==> config.mk <==
export PLATFORM = sky130hd
export DESIGN_NAME = fetch_ctrl
export DESIGN_NICKNAME = d
export VERILOG_FILES = /design/src/rtl/fetch_ctrl.sv
export SDC_FILE = /design/constraint.sdc
export NUM_CORES = 1
export LEC_CHECK = 0
export ABC_AREA = 1
export BUFFER_PORTS_ARGS = -buffer_cell sky130_fd_sc_hd__buf_2
export CORE_ASPECT_RATIO = 0.6
export CORE_MARGIN = 10
export CORE_UTILIZATION = 60
export CTS_CLUSTER_SIZE = 40
export DETAILED_ROUTE_END_ITERATION = 12
export PLACE_DENSITY_LB_ADDON = 0.08
export SYNTH_ARGS = -nofsm -noshare
export SYNTH_HDL_FRONTEND = slang
export SYNTH_SLANG_ARGS = --single-unit
==> constraint.sdc <==
create_clock -name i_Clk -period 4.7 [get_ports i_Clk]
set_clock_uncertainty 0.1 [all_clocks]
set_input_delay 0.47 -clock i_Clk [delete_from_list [all_inputs] [get_ports i_Clk]]
set_output_delay 0.47 -clock i_Clk [all_outputs]
set_load 0.1 [all_outputs]
==> src/rtl/fetch_ctrl.sv <==
// fetch_ctrl: instruction-fetch sequencer.
// Owns the program counter and issues one word address per cycle to a
// synchronous-read instruction memory with one cycle of latency. Each returned
// word is tagged with the PC that produced it and goes into a 2-entry queue
// that feeds decode over a valid/ready handshake.
//
// Ports
//   i_Clk, i_Rst         clock, asynchronous active-low reset
//   o_ImemAddr[29:0]     word address to instruction memory
//   i_ImemInst[31:0]     memory read data for the previous cycle's address
//   o_Valid/o_Inst/o_Pc  queue head (instruction and its byte PC)
//   i_Ready              decode accepts the head this cycle
//   i_Redirect/_Pc       one-cycle flush and restart at a new PC
//   i_Halt               stop issuing; queued entries still drain
//   o_FetchCnt[31:0]     number of instructions delivered (wraps)
module fetch_ctrl #(
  parameter logic [31:0] RESET_PC = 32'h0000_0000
) (
  input  logic        i_Clk,
  input  logic        i_Rst,
  output logic [29:0] o_ImemAddr,
  input  logic [31:0] i_ImemInst,
  output logic        o_Valid,
  output logic [31:0] o_Inst,
  output logic [31:0] o_Pc,
  input  logic        i_Ready,
  input  logic        i_Redirect,
  input  logic [31:0] i_RedirectPc,
  input  logic        i_Halt,
  output logic [31:0] o_FetchCnt
);

  typedef struct packed {
    logic [31:0] inst;
    logic [31:0] pc;
  } fq_entry_t;

  fq_entry_t [1:0] fq;
  logic            fq_head;
  logic [1:0]      fq_cnt;
  logic [31:0]     pc_q;
  logic            iss_vld;
  logic [31:0]     iss_pc;
  logic [31:0]     fetch_cnt;

  logic [31:0] tgt_pc;
  logic [31:0] issue_pc;
  logic [1:0]  occ;
  logic        pop;
  logic        push;
  logic        issue;
  logic        tail;

  always_comb begin
    tgt_pc   = {i_RedirectPc[31:2], 2'b00};
    issue_pc = i_Redirect ? tgt_pc : pc_q;
    // A redirect discards both the queue and the in-flight return.
    pop      = (fq_cnt != 2'd0) && i_Ready && !i_Redirect;
    push     = iss_vld && !i_Redirect;
    // Credit: queued entries plus the word returning next edge. Never above 2.
    occ      = fq_cnt + {1'b0, iss_vld};
    if (i_Redirect)
      issue = !i_Halt;                 // queue flushed, credit always exists
    else
      issue = !i_Halt && ((occ < 2'd2) || ((occ == 2'd2) && pop));
    // Next free slot; with count 0 it is the head, with count 1 the other one.
    tail     = fq_head ^ fq_cnt[0];
  end

  always_ff @(posedge i_Clk or negedge i_Rst) begin
    if (!i_Rst) begin
      fq        <= '0;
      fq_head   <= 1'b0;
      fq_cnt    <= 2'd0;
      pc_q      <= RESET_PC;
      iss_vld   <= 1'b0;
      iss_pc    <= 32'd0;
      fetch_cnt <= 32'd0;
    end else begin
      iss_vld <= issue;
      if (issue) begin
        iss_pc <= issue_pc;
        pc_q   <= issue_pc + 32'd4;
      end else if (i_Redirect) begin
        pc_q   <= tgt_pc;              // halted redirect: resume here later
      end

      if (i_Redirect) begin
        fq_cnt <= 2'd0;
      end else begin
        if (push) begin
          fq[tail].inst <= i_ImemInst;
          fq[tail].pc   <= iss_pc;
        end
        if (pop) begin
          fq_head   <= ~fq_head;
          fetch_cnt <= fetch_cnt + 32'd1;
        end
        case ({push, pop})
          2'b10:   fq_cnt <= fq_cnt + 2'd1;
          2'b01:   fq_cnt <= fq_cnt - 2'd1;
          default: fq_cnt <= fq_cnt;
        endcase
      end
    end
  end

  assign o_ImemAddr = issue_pc[31:2];
  assign o_Valid    = (fq_cnt != 2'd0);
  assign o_Inst     = fq[fq_head].inst;
  assign o_Pc       = fq[fq_head].pc;
  assign o_FetchCnt = fetch_cnt;

endmodule

==> results_dict.tcl <==
set metrics [dict create \
    die_w_um 193.3 \
    min_delay_path_depth 3 \
    top_usage_layer "met2" \
    cts_tree "done" \
    start_util_pct 62.08 \
    synth.avg_cell_area_um2 7.951 \
    drtAntennaViolNets 0 \
    critical_path.top_delay_family "buffers and inverters" \
    gp_congestion 0.9262 \
    finalSetupViolations 0 \
    met2_usage_pct 34.63 \
    drv_slew 0 \
    peakVddDrop_v 0.0008707 \
    max_cap_violations 0 \
    crit_top_cell "nand2_1" \
    drt_iter0_markers 952 \
    ys_types 36 \
    root_buffer "clkbuf_16" \
    p_leak_nw 6.726 \
    ys_async_sr_fraction_pct 100.0 \
    worst-setup-path-type "flop to output port" \
    synth_edf_count 0 \
    critPathLaunchType "flop" \
    overflow 0 \
    vias_per_cell 5.238 \
    worstPathRequired_ns 4.13 \
    ys_seq_elements 228 \
    relSlewSlack_pct 42.17 \
    grt_max_degree 129 \
    placementRows 37 \
    finalCritPeriodShare_pct 67.69 \
    synth_top_area_cell "dfrtp_1" \
    slowest_delay_ns 0.53 \
    endpoint_kind "output port" \
    clock_power_share_pct 18.3 \
    worstPathBufferInverterCount 3 \
    yosysSeqAreaShare_pct 52.80 \
    seqPwrFrac_pct 29.9 \
    rrSetupSlack_ns 1.93 \
    holdCritStartpoint "i_ImemInst[13]" \
    ioPinCount 196 \
    rr_endpoint "fq[71]" \
    drt-total-wl_um 27480 \
    grt_pass1_wl_um 44710 \
    dr.pass1.iters 5 \
    fin_nets 1572 \
    io_buffers 193 \
    track_usage_pct 22.37 \
    synthTopCellsByArea "dfrtp_1, nand2_1, o21ai_0" \
    yosys.area.top_type_share_pct 52.80 \
    die-area_mm2 0.02395 \
    clkSinkCount 228 \
    synth_ff_type "dfrtp_1" \
    hp-class "primary input to flop" \
    crit_arrival_ns 2.61 \
    syn_to_final_growth_pct 15.48 \
    antenna_found_initial 0 \
    fin_tns_setup_ns 0 \
    num_vias 9167 \
    core_area_mm2 0.01741 \
    antennaDiodeCount 0 \
    worstMarginPinSlew_ns 0.8675 \
    p_total_mw 9.684 \
    ff2ff_path_depth 5 \
    p_int_mw 4.408 \
    clk_pin_slew_ns 0.06 \
    netlist_area_mm2 0.01081 \
    clk_path_buf_depth 3 \
    grtUsageMet1_pct 32.43 \
    cp_slowest_cell "inv_2" \
    path_cells "inv_2 -> buf_4 -> nand2_1 -> nand2_1 -> buf_2" \
    routedWlPerCell_um 15.70 \
    postCtsSetupRepairBufs 0 \
    post-route-min-period_ns 3.182 \
    max_freq_ghz 0.3143 \
    drive_above_1_share_pct 17.61 \
    synth_cells 1359 \
    p_switching_mw 5.276 \
    syn-num-nets 1431 \
    drc 0 \
    min_to "fq[45]" \
    synth_warnings 0 \
    crit_path_max_fanout 37 \
    rsz0062_at_grt "false" \
    grt_util_met3_pct 4.777 \
    htree_levels 1 \
    crit-reg2reg-launch "fq_head" \
    grt_pass1_vias 8651 \
    clock_latency_ns 0.50 \
    numCtsBuffers 22 \
    dp_hpwl_um 18980 \
    hold_viol 0 \
    power_density_mw_per_mm2 776.1 \
    dieHeight_um 124.0 \
    startpoint "fq_head" \
    switching_share_pct 54.48 \
    outcome "finished, final reports clean" \
    comb_power_share_pct 51.8 \
]
==> cells in the final DEF, fill, tap and decap left out, types with 2 or more instances in the layout <==
cell type	Yosys	layout
o21ai_2	4	4
buf_4	31	9
nand4_1	16	16
nand3_1	36	35
and3_1	2	2
or2_2	3	2
buf_12	0	2
xor2_1	27	27
clkbuf_8	0	5
nand2_1	545	545
clkbuf_1	38	5
xnor2_1	17	17
ha_1	3	3
a21oi_1	2	2
clkbuf_16	0	23
nor2_4	2	2
nor3_1	17	17
dfrtp_1	228	227
clkinv_2	0	4
o21ai_1	9	9
nand2_2	2	2
o21ai_4	2	2
buf_2	13	192
a21o_1	2	2
o21ai_0	161	161
nor2_2	6	6
inv_2	3	4
nor2_1	55	55
inv_1	120	119
==> synthesized netlist by cell type, types with 3 or more instances <==
cell      number
nand3_1       36
buf_2         13
o21ai_0      161
xor2_1        27
clkbuf_1      38
dfrtp_1      228
o21ai_1        9
buf_1          5
nand4_1       16
xnor2_1       17
inv_2          3
nand2_1      545
inv_1        120
ha_1           3
nor2_1        55
nor2_2         6
buf_4         31
nor3_1        17
o21ai_2        4
or2_2          3
==> timing repair <==
item | CTS | global route
endpoints found under the hold margin | 108 | 0
resized for setup | 0 | 0
hold buffers | 1 | 0
==> power by group through the flow <==
stage	Combinational, mW	Sequential [mW]	Clock, mW
2_1_floorplan	4.09	2.96	0
3_3_place_gp	4.98	2.90	0
3_5_place_dp	5.03	2.92	0
4_1_cts	5.05	2.89	1.80
5_1_grt	5.33	2.97	1.89
6_report	5.01	2.90	1.77
==> per-layer routing <==
layer  share of wire (%)  vias to the layer above
met5                   0                        -
met4                 1.2                        0
met3                 7.5                       26
met2                  44                      327
met1                  47                     4324
li1                    -                     4490
==> tightest hold or removal path: stages <==
cell and delay [ns]:
buf_2 0.09, inv_1 0.05, o21ai_0 0.07
==> how the worst max path moves through the flow <==
| stage | to | slack, ns | cells after the start |
|---|---|---|---|
| after floorplan | o_FetchCnt[28] | 2.21 | 8 |
| after global placement | pc_q[30] | 1.60 | 13 |
| after detailed placement | pc_q[30] | 1.49 | 13 |
| after CTS | o_Pc[21] | 1.52 | 5 |
| after global routing | o_Pc[26] | 1.41 | 5 |
| final | o_Pc[26] | 1.52 | 5 |
==> state kept, by name, summed over array words and instances (netlist names) <==
name	cells
fq	128
fq_cnt	2
fq_head	1
iss_pc	32
iss_vld	1
o_FetchCnt	32
pc_q	32
==> metrics by stage <==
step                      hold WS [ns]  util, %  std cells  area [µm²]  setup slack [ns]
final                           0.1342    71.69       1750       12480             1.518
after CTS                       0.1227    71.69       1750       12480             1.524
after global placement          0.3532    67.42       1709       11740             1.603
after global routing            0.1337    71.69       1750       12480             1.413
after detailed placement        0.3557    67.42       1709       11740             1.486
after floorplan                0.07441        -       1359       10810             2.207
==> cells by family (layout without fill, tap and decap cells) <==
kind of cell	count (synthesis)	after routing	share of synthesized area (%)
AND/OR/NAND/NOR	689	689	25.66
XOR/XNOR	44	44	3.566
flip-flops	228	228	52.80
adder cells (fa/ha/maj)	3	3	0.3474
buffers and inverters	211	368	8.627
AO/OA/AOI/OAI	184	184	8.997
==> layout make-up <==
type	count	area [µm²]
clock buffer	33	663.1
clock inverter	7	70.07
fill	1442	4928
inverter	123	461.7
multi-input combinational	920	4190
sequential	228	5707
tap	234	292.8
timing repair buffer	205	1094
Power figures use the tool's default switching activity.
